[config.mk]
export PLATFORM = sky130hd
export DESIGN_NAME = aes_key_expand
export DESIGN_NICKNAME = d
export VERILOG_FILES = /design/src/rtl/aes_key_expand.sv
export SDC_FILE = /design/constraint.sdc
export NUM_CORES = 1
export LEC_CHECK = 0
export CAP_MARGIN = 5
export CELL_PAD_IN_SITES_DETAIL_PLACEMENT = 1
export CELL_PAD_IN_SITES_GLOBAL_PLACEMENT = 1
export CORE_ASPECT_RATIO = 0.7
export CORE_UTILIZATION = 28
export CTS_CLUSTER_SIZE = 25
export DETAILED_ROUTE_END_ITERATION = 10
export PLACE_DENSITY = 0.56
export SETUP_SLACK_MARGIN = 0.1
export SYNTH_ARGS = -nofsm -noshare
export SYNTH_HDL_FRONTEND = slang
export SYNTH_SLANG_ARGS = --single-unit
[constraint.sdc]
create_clock -name clk -period 5.1 [get_ports clk]
set_input_delay 0.51 -clock clk [delete_from_list [all_inputs] [get_ports clk]]
set_output_delay 0.51 -clock clk [all_outputs]
set_load 0.02 [all_outputs]
[src/rtl/aes_key_expand.sv]
// AES-128 key schedule: streams round keys 0..10 over a valid/ready handshake.
// Optional round-key cache with replay, enabled by defining AES_KEYEXP_CACHE_EN.
module aes_key_expand (
    input  logic         clk,
    input  logic         rst,
    input  logic         key_valid,
    output logic         key_ready,
    input  logic [127:0] key_in,
    output logic         rk_valid,
    input  logic         rk_ready,
    output logic [127:0] rk_out,
    output logic [3:0]   rk_idx,
    output logic         rk_last,
    output logic         busy,
    input  logic         replay
);

    typedef enum logic {IDLE = 1'b0, EMIT = 1'b1} state_t;

    // FIPS-197 S-box, entry 0x00 in the most significant byte.
    localparam logic [2047:0] SBOX_FLAT = {
        128'h637c777bf26b6fc53001672bfed7ab76,
        128'hca82c97dfa5947f0add4a2af9ca472c0,
        128'hb7fd9326363ff7cc34a5e5f171d83115,
        128'h04c723c31896059a071280e2eb27b275,
        128'h09832c1a1b6e5aa0523bd6b329e32f84,
        128'h53d100ed20fcb15b6acbbe394a4c58cf,
        128'hd0efaafb434d338545f9027f503c9fa8,
        128'h51a3408f929d38f5bcb6da2110fff3d2,
        128'hcd0c13ec5f974417c4a77e3d645d1973,
        128'h60814fdc222a908846eeb814de5e0bdb,
        128'he0323a0a4906245cc2d3ac629195e479,
        128'he7c8376d8dd54ea96c56f4ea657aae08,
        128'hba78252e1ca6b4c6e8dd741f4bbd8b8a,
        128'h703eb5664803f60e613557b986c11d9e,
        128'he1f8981169d98e949b1e87e9ce5528df,
        128'h8ca1890dbfe6426841992d0fb054bb16
    };

    function automatic logic [7:0] sbox(input logic [7:0] b);
        return SBOX_FLAT[(255 - int'(b)) * 8 +: 8];
    endfunction

    function automatic logic [31:0] sub_word(input logic [31:0] w);
        return {sbox(w[31:24]), sbox(w[23:16]), sbox(w[15:8]), sbox(w[7:0])};
    endfunction

    // Round constant used to derive key idx+1 from key idx.
    function automatic logic [7:0] rcon(input logic [3:0] idx);
        case (idx)
            4'd0:    return 8'h01;
            4'd1:    return 8'h02;
            4'd2:    return 8'h04;
            4'd3:    return 8'h08;
            4'd4:    return 8'h10;
            4'd5:    return 8'h20;
            4'd6:    return 8'h40;
            4'd7:    return 8'h80;
            4'd8:    return 8'h1b;
            4'd9:    return 8'h36;
            default: return 8'h00;
        endcase
    endfunction

    state_t       state, state_nxt;
    logic         accept, xfer, last_xfer, start_replay, replaying;
    logic [127:0] next_key, cached_first, cached_next;
    logic [31:0]  w0, w1, w2, w3, n0, n1, n2, n3;

    assign accept    = key_valid && (state == IDLE);
    assign xfer      = rk_valid && rk_ready;
    assign last_xfer = xfer && (rk_idx == 4'd10);

    always_ff @(posedge clk or posedge rst) begin
        if (rst) state <= IDLE;
        else     state <= state_nxt;
    end

    always_comb begin
        state_nxt = state;
        case (state)
            IDLE:    if (accept || start_replay) state_nxt = EMIT;
            EMIT:    if (last_xfer)              state_nxt = IDLE;
            default: state_nxt = IDLE;
        endcase
    end

    always_comb begin
        key_ready = (state == IDLE);
        busy      = (state != IDLE);
        rk_valid  = (state == EMIT);
        rk_last   = (state == EMIT) && (rk_idx == 4'd10);
    end

    assign w0 = rk_out[127:96];
    assign w1 = rk_out[95:64];
    assign w2 = rk_out[63:32];
    assign w3 = rk_out[31:0];
    assign n0 = w0 ^ sub_word({w3[23:0], w3[31:24]}) ^ {rcon(rk_idx), 24'h0};
    assign n1 = w1 ^ n0;
    assign n2 = w2 ^ n1;
    assign n3 = w3 ^ n2;
    assign next_key = {n0, n1, n2, n3};

`ifdef AES_KEYEXP_CACHE_EN
    logic [127:0] cache [0:10];
    logic         cache_ok;

    assign start_replay = (state == IDLE) && !key_valid && replay && cache_ok;
    assign cached_first = cache[0];
    assign cached_next  = cache[rk_idx + 4'd1];

    always_ff @(posedge clk) begin
        if (xfer) cache[rk_idx] <= rk_out;
    end

    always_ff @(posedge clk or posedge rst) begin
        if (rst) begin
            cache_ok  <= 1'b0;
            replaying <= 1'b0;
        end else if (accept) begin
            cache_ok  <= 1'b0;
            replaying <= 1'b0;
        end else if (start_replay) begin
            replaying <= 1'b1;
        end else if (last_xfer) begin
            cache_ok  <= 1'b1;
        end
    end
`else
    // replay is kept on the port but has no effect in this build.
    assign start_replay = replay & 1'b0;
    assign replaying    = 1'b0;
    assign cached_first = '0;
    assign cached_next  = '0;
`endif

    always_ff @(posedge clk or posedge rst) begin
        if (rst) begin
            rk_out <= '0;
            rk_idx <= '0;
        end else if (accept) begin
            rk_out <= key_in;
            rk_idx <= 4'd0;
        end else if (start_replay) begin
            rk_out <= cached_first;
            rk_idx <= 4'd0;
        end else if (xfer && rk_idx != 4'd10) begin
            rk_out <= replaying ? cached_next : next_key;
            rk_idx <= rk_idx + 4'd1;
        end
    end

endmodule

# --- Yosys cells after proc, flatten, opt, wreduce, memory -nomap -nowiden ---
# Memory sizes are Yosys's and may differ from the RTL's.
# Index checks and enable logic that the tools add are counted.
word_totals:
  register_bits: 133
  mem_bits_ro: 128
  output_inout_bits: 136
  word_cells: 34
  n_memories: 1
mem_list:
  columns: ["memory", "words", "word_bits", "rd", "rd_ports_with_merged_regs", "wr", "line_no", "source"]
  rows:
  - ["(name not given)", 16, 8, 1, 0, 0, "50", "case (idx)"]
op_classes:
  n_addsub: 5
  eq_ne: 2
  shift: 4
  n_mux: 7
  bitwise: 6
  reduce_logical: 6
ops:
  columns: ["cell", "count"]
  rows:
  - ["variable part select 2048 x 12 -> 8 bit (first input constant)", 4]
  - ["2-to-1 mux 128 bit", 2]
  - ["bitwise XOR 32 bit", 5]
  - ["subtractor 8 x 8 -> 9 bit (first input constant)", 4]
  - ["2-to-1 mux 4 bit", 2]
  - ["logical AND 1 bit", 5]
  - ["adder 4 x 1 -> 4 bit (second input constant)", 1]
  - ["== test 4 bit (second input constant)", 1]
  - ["inequality test 4 bit (second input constant)", 1]
  - ["2-to-1 mux 1 bit", 2]
  - ["one-hot mux 1 bit (2 select lines)", 1]
  - ["nonzero test 2 bit", 1]
  - ["NOT 1 bit", 1]

# --- Longest topological paths before layout ---
# Gate-level depths: netlist (run 1).
depth:
  depth_word: 9
  depth_mapped: 15
  ltp_nobuf: 11

# --- Least setup slack after synthesis (run 1) ---
# No wires, ideal clock.
synth_path:
  path_kind: "register -> register"
  from: "register rk_out[25]"
  to: "register rk_out[33]"
  setup_ps: 126
  arrival_time_ps: 3953
  slack_ps: 1021
  path_stages_with_launch: 14
  period_less_slack_ps: 4079
  cell_sequence: "dfrtp_1 -> buf_2 -> clkinv_1 -> ha_1 -> buf_2 -> nand2b_1 -> nand2_1 -> mux4_2 -> a211o_1 -> mux4_2 -> xor2_1 -> xnor2_2 -> a21o_1 -> a221o_1"
synth_between:
  elab_chain_cells: 8
synth_lines:
  columns: ["element", "line_no", "source"]
  rows:
  - ["start: declaration", "11", "output logic [127:0] rk_out,"]
  - ["start signal: assignment", "143", "rk_out <= key_in;"]
  - ["start signal: assignment", "146", "rk_out <= cached_first;"]
  - ["start signal: assignment", "149", "rk_out <= replaying ? cached_next : next_key;"]
  - ["subtractor 8 x 8 -> 9 bit", "41", "return SBOX_FLAT[(255 - int'(b)) * 8 +: 8];"]
  - ["variable part select 2048 x 12 -> 8 bit", "41", null]
  - ["bitwise XOR 32 bit (2 in a row)", "99", "assign n0 = w0 ^ sub_word({w3[23:0], w3[31:24]}) ^ {rcon(rk_idx), 24'h0};"]
  - ["bitwise XOR 32 bit", "100", "assign n1 = w1 ^ n0;"]
  - ["bitwise XOR 32 bit", "101", "assign n2 = w2 ^ n1;"]
  - ["2-to-1 mux 128 bit", "148", "end else if (xfer && rk_idx != 4'd10) begin"]
  - ["2-to-1 mux 128 bit", "142", "end else if (accept) begin"]
# Every way passes these cells. The select of a mux whose other input is x is not followed.
# A chain may end at the register's enable or synchronous reset.

# --- Worst setup path after layout (run 1) ---
# Same ends and word-level chain as after synthesis.

==> impl_metrics.tcl, run 1 <==
set metrics [dict create \
    row_count 86 \
    rr_startpoint "rk_out[25]$_DFFE_PP0P_" \
    maxCapViolCount 0 \
    first_pass_grt_wire_length_um 191100 \
    timing_hold_violations_final 0 \
    syn_to_final_growth_pct 19.47 \
    tns_ns 0 \
    nFillCells 9512 \
    detailed_placement_wirelength_estimate_um 95470 \
    layout_commonest_cell "sky130_fd_sc_hd__clkdlybuf4s50_1" \
    routed_wire_length_per_instance_um 31.06 \
    final-max-slew-violation-count 0 \
    cts-root-buf "sky130_fd_sc_hd__clkbuf_16" \
    synth_edf_count 0 \
    synth.yosys.warnings 0 \
    initial_utilization 0.2834 \
    core-area_um2 78870 \
    postSynthAreaPerCell_um2 7.353 \
    place_congestion 1.020 \
    grt_start_max_net_pins 138 \
    postSynthCellCount 3040 \
    netlist_area_um2 22350 \
    die_h_um 238.4 \
    cts_repair_resize_count 0 \
    htree_levels 4 \
    post-synth-top-area-fraction 0.1489 \
    cts.sinks 133 \
    io_pins 269 \
    clock-skew-final_ns 0.02478 \
    worst-endpoint-required_ns 5.51 \
    drt-vias-per-instance 6.516 \
    slew_headroom 0.2833 \
    number_of_global_route_vias_before_repair 26520 \
    max_slew.worst_pin.slew_ns 1.048 \
    crit_type "reg2reg" \
    synthDominantAreaCellType "sky130_fd_sc_hd__dfrtp_1" \
    ys_dominant_reg_cell "sky130_fd_sc_hd__dfrtp_1" \
    antenna_found_initial 14 \
    layout_min_cycle_time_ns 4.725 \
    seqCellArea_um2 3359 \
    crit_path_start "rk_out[25]$_DFFE_PP0P_" \
    rsz0062_at_grt "no" \
    dieArea_um2 80980 \
    ant_nets 0 \
    drive_above_1_share 0.1082 \
    async_flop_share 1.000 \
    dr.pass1.iters 6 \
    worstPathArrival_ns 5.13 \
    layout.core_utilization 0.3386 \
    tritoncts_clock_tree "done" \
    worst_setup_path_end_kind "flip-flop" \
    cts_inserted_buffers 17 \
    die_width_um 339.7 \
    min_path_type "in2async" \
    drt_drc_violations_left 0 \
    holdBufCountCts 0 \
    path_max_fanout 8 \
    layout.cells.most_common_list "sky130_fd_sc_hd__clkdlybuf4s50_1, sky130_fd_sc_hd__nand2_1, sky130_fd_sc_hd__o21ai_0, sky130_fd_sc_hd__a21oi_1, sky130_fd_sc_hd__nor2_1" \
    synthDistinctLibCells 95 \
    yosys-top-cells-area "sky130_fd_sc_hd__dfrtp_1, sky130_fd_sc_hd__o21ai_0, sky130_fd_sc_hd__a21oi_1" \
    synth_seq_cells 133 \
    clock.fmax_mhz 211.6 \
    synth-seq-area-share 0.1489 \
    track_usage 0.3140 \
    multi_input_comb_area_um2 17210 \
    clkLatencyLatePin_ns 0.54 \
    drtIter0Drc 3767 \
    run_status "completed" \
    postCtsSetupBuffers 0 \
    layout_worst_path_cycle_share 0.9265 \
    clk_transition_reported_paths_ns 0.08 \
    final.hold.worst_slack_ns 0.4865 \
    count_of_nets_after_finishing 3347 \
    grt.overflow.total 0 \
    start_kind "flip-flop" \
    i_o_buffers 267 \
    wl_um 131100 \
    timing.final.setup_violations 0 \
    cts.path.max_buffers 2 \
    synth_nets 3239 \
    num_vias 27510 \
]
## cells in the mapped netlist (62+ instances only)
| master | number |
|---|---|
| sky130_fd_sc_hd__nand2b_1 | 111 |
| sky130_fd_sc_hd__clkbuf_1 | 167 |
| sky130_fd_sc_hd__buf_2 | 112 |
| sky130_fd_sc_hd__a31oi_1 | 68 |
| sky130_fd_sc_hd__nand3_1 | 86 |
| sky130_fd_sc_hd__o211ai_1 | 62 |
| sky130_fd_sc_hd__a21oi_1 | 198 |
| sky130_fd_sc_hd__ha_1 | 66 |
| sky130_fd_sc_hd__nor3_1 | 110 |
| sky130_fd_sc_hd__dfrtp_1 | 133 |
| sky130_fd_sc_hd__o21ai_0 | 210 |
| sky130_fd_sc_hd__nor2b_1 | 97 |
| sky130_fd_sc_hd__xnor2_1 | 92 |
| sky130_fd_sc_hd__nor2_1 | 181 |
| sky130_fd_sc_hd__nand2_1 | 255 |
## layer usage
layer,wire (um),global-route usage,share of wire,vias up
met5,105,0,0.00080,-
met4,2714,0.07002,0.021,16
met3,14900,0.08899,0.11,205
met2,53030,0.4430,0.40,1618
met1,60380,0.4637,0.46,13910
li1,-,-,-,11760
## worst paths after layout
kind                                           end  slack (ns)  depth (start not counted)
setup / recovery            rk_out[33]$_DFFE_PP0P_        0.37                         12
hold / removal             rk_out[109]$_DFFE_PP0P_        0.49                          2
setup reg to reg            rk_out[33]$_DFFE_PP0P_        0.37                         12
hold reg to reg            rk_out[121]$_DFFE_PP0P_        0.56                          2
max in group asynchronous   rk_out[79]$_DFFE_PP0P_        3.53                          3
min in group clk            rk_out[38]$_DFFE_PP0P_        0.55                          3
## critical path, cell delays in order (launching register included)
cell	delay [ns]
sky130_fd_sc_hd__dfrtp_1	0.54
sky130_fd_sc_hd__clkinv_1	0.33
sky130_fd_sc_hd__ha_1	0.55
sky130_fd_sc_hd__nand2b_1	0.50
sky130_fd_sc_hd__nand2_1	0.11
sky130_fd_sc_hd__mux4_2	0.49
sky130_fd_sc_hd__a211o_1	0.32
sky130_fd_sc_hd__mux4_2	0.50
sky130_fd_sc_hd__xor2_1	0.42
sky130_fd_sc_hd__buf_4	0.22
sky130_fd_sc_hd__xnor2_2	0.13
sky130_fd_sc_hd__a21o_1	0.21
sky130_fd_sc_hd__a221o_1	0.28
## cell families (layout without fill, tap and decap cells)
group                    Yosys count  in the layout  synth area share
XOR/XNOR                         132            132           0.05866
other                              0              4                 0
multiplexers                     108            108           0.07366
buffers and inverters            409            530           0.08268
flip-flops                       133            133            0.1489
AND/OR/NAND/NOR                 1082           1082            0.2487
AO/OA/AOI/OAI                   1109           1109            0.3500
adder cells (fa/ha/maj)           67             67           0.03739
## sequential cells by signal, summed over array words and instances, names as in the netlist
| signal | cells |
|---|---|
| rk_out | 128 |
| busy | 1 |
| rk_idx | 4 |
## stage by stage
step                      std cells  setup WS [ns]  area [um^2]
after global placement         4185         0.6779        26130
after detailed placement       4185         0.5682        26130
after global routing           4217         0.4015        26690
final                          4221         0.3748        26700
after CTS                      4217         0.5498        26690
after floorplan                3040          1.021        22350
## cell type report
class | instances | share of cell area
multi-input cells | 2498 | 0.6445
repair buffers | 434 | 0.1494
flip-flops and latches | 133 | 0.1258
well taps | 1056 | 0.04948
clock buffers | 20 | 0.01635
inverters | 64 | 0.009183
clock inverters | 12 | 0.004920
diodes | 4 | 0.0003748
Power of run 1 is left out: the tool's default activity adds up to more than one toggle a clock period on the data nets, which glitch-free logic cannot reach.
==> run 2, diff against run 1 <==
--- a/config.mk
+++ b/config.mk
@@ -9,6 +9,7 @@
 export CELL_PAD_IN_SITES_DETAIL_PLACEMENT = 1
 export CELL_PAD_IN_SITES_GLOBAL_PLACEMENT = 1
 export CORE_ASPECT_RATIO = 0.7
+export CORE_MARGIN = 5
 export CORE_UTILIZATION = 28
 export CTS_CLUSTER_SIZE = 25
 export DETAILED_ROUTE_END_ITERATION = 10
==> impl_metrics.tcl, run 2 (synthesis results as in run 1) <==
set metrics [dict create \
    drt_drc_violations_left 0 \
    crit_type "reg2reg" \
    largest_register_ffs 128 \
    worst-endpoint-required_ns 5.46 \
    maxCapViolCount 0 \
    critPathSlowestCell "sky130_fd_sc_hd__ha_1" \
    met1_usage_grt 0.4226 \
    tns_ns 0 \
    num_vias 27560 \
    clock-skew-final_ns 0.01588 \
    worstPathCellList "inv_1 > buf_4 > ha_1 > nand2b_1 > nand3_1 > o31ai_1 > a32o_1 > o311ai_0 > nand2_1 > xnor2_1 > mux2i_1 > o311ai_0" \
    multi_input_comb_area_um2 17210 \
    place_congestion 1.019 \
    fin_ws_ns 0.5600 \
    clk_transition_reported_paths_ns 0.08 \
    core-area_um2 78980 \
    max_slew.worst_pin.slew_ns 1.137 \
    die_h_um 246.4 \
    syn_to_final_growth_pct 20.35 \
    cts.sinks 133 \
    clock.fmax_mhz 220.3 \
    layout.cells.most_common_list "sky130_fd_sc_hd__clkdlybuf4s50_1, sky130_fd_sc_hd__nand2_1, sky130_fd_sc_hd__o21ai_0, sky130_fd_sc_hd__a21oi_1, sky130_fd_sc_hd__nor2_1" \
    grt.overflow.total 0 \
    cts-root-buf "sky130_fd_sc_hd__clkbuf_16" \
    final-max-slew-violation-count 0 \
    die_width_um 347.7 \
    layout_worst_path_cycle_share 0.8902 \
    first_pass_grt_wire_length_um 191600 \
    routed_wire_length_per_instance_um 31.17 \
    number_of_global_route_vias_before_repair 26950 \
    timing.critical_path.slowest_cell_delay_ns 0.75 \
    path_max_fanout 15 \
    row_count 86 \
    timing_hold_violations_final 0 \
    cts.path.max_buffers 2 \
    cts_inserted_buffers 17 \
    rr_startpoint "rk_out[24]$_DFFE_PP0P_" \
    drt-vias-per-instance 6.515 \
    regMostFlops "rk_out" \
    io_pins 269 \
    min_path_type "in2async" \
    final.hold.worst_slack_ns 0.4738 \
    wl_um 131900 \
    dieArea_um2 85670 \
    tritoncts_clock_tree "done" \
    worstPathArrival_ns 4.90 \
    htree_levels 4 \
    ant_nets 0 \
    dr.pass1.iters 6 \
    track_usage 0.2946 \
    seqCellArea_um2 3357 \
    layout_min_cycle_time_ns 4.540 \
    layout_commonest_cell "sky130_fd_sc_hd__clkdlybuf4s50_1" \
    slew_headroom 0.2363 \
    count_of_nets_after_finishing 3358 \
    drtIter0Drc 3893 \
    run_status "completed" \
    post-place-ws_ns 0.6592 \
    clkLatencyLatePin_ns 0.51 \
    globalRoute.busiestLayer "met1" \
    start_kind "flip-flop" \
    worst_setup_path_end_kind "flip-flop" \
    rsz0062_at_grt "no" \
    met3_usage 0.1154 \
    drive_above_1_share 0.1113 \
    critical_path.most_common_cell "sky130_fd_sc_hd__o311ai_0" \
    i_o_buffers 267 \
    initial_utilization 0.2830 \
    use_met2 0.4092 \
    timing.final.setup_violations 0 \
    detailed_placement_wirelength_estimate_um 95220 \
    holdBufCountCts 0 \
    postCtsSetupBuffers 0 \
    crit_path_start "rk_out[24]$_DFFE_PP0P_" \
    antenna_found_initial 13 \
    nFillCells 9528 \
    grt_start_max_net_pins 144 \
    cts_repair_resize_count 0 \
]
==> run 2: worst paths after layout <==
check                                     endpoint  slack [ns]  cells past startpoint
setup / recovery             rk_out[0]$_DFFE_PP0P_        0.56                     12
hold / removal                      busy$_DFF_PP0_        0.47                      2
setup reg to reg             rk_out[0]$_DFFE_PP0P_        0.56                     12
hold reg to reg            rk_out[110]$_DFFE_PP0P_        0.55                      2
max in group asynchronous   rk_out[10]$_DFFE_PP0P_        3.55                      3
min in group clk            rk_out[38]$_DFFE_PP0P_        0.55                      3
==> run 2: area by class of cell <==
| type | count | area share |
|---|---|---|
| clock buffers | 21 | 0.01674 |
| well taps | 1056 | 0.04911 |
| multi-input cells | 2498 | 0.6398 |
| flip-flops and latches | 133 | 0.1248 |
| diodes | 3 | 0.0002791 |
| inverters | 64 | 0.009116 |
| clock inverters | 11 | 0.007442 |
| repair buffers | 445 | 0.1527 |
==> run 2: per-layer routing <==
layer,wire [um],share of wire,vias to the layer above
met4,3249,0.025,14
met2,52640,0.40,1610
met1,58930,0.45,13940
met5,102,0.00077,-
met3,16940,0.13,220
li1,-,-,11780
==> run 2: stage by stage <==
stage                       util  std cells  area, um^2
after floorplan                -       3040       22350
after global placement    0.3323       4196       26240
after detailed placement  0.3323       4196       26240
after CTS                 0.3405       4228       26890
after global routing      0.3406       4229       26900
final                     0.3406       4231       26900
==> run 2: critical path: cells and delay by family (launching register included) <==
kind            cells  cell delay (ns)
compound gates      4             0.92
xor+xnor            1             0.60
fa+ha+maj           1             0.75
buf+inv             2             0.27
flops               1             0.52
mux                 1             0.25
simple gates        3             1.04
Power of run 2 is left out for the same reason.
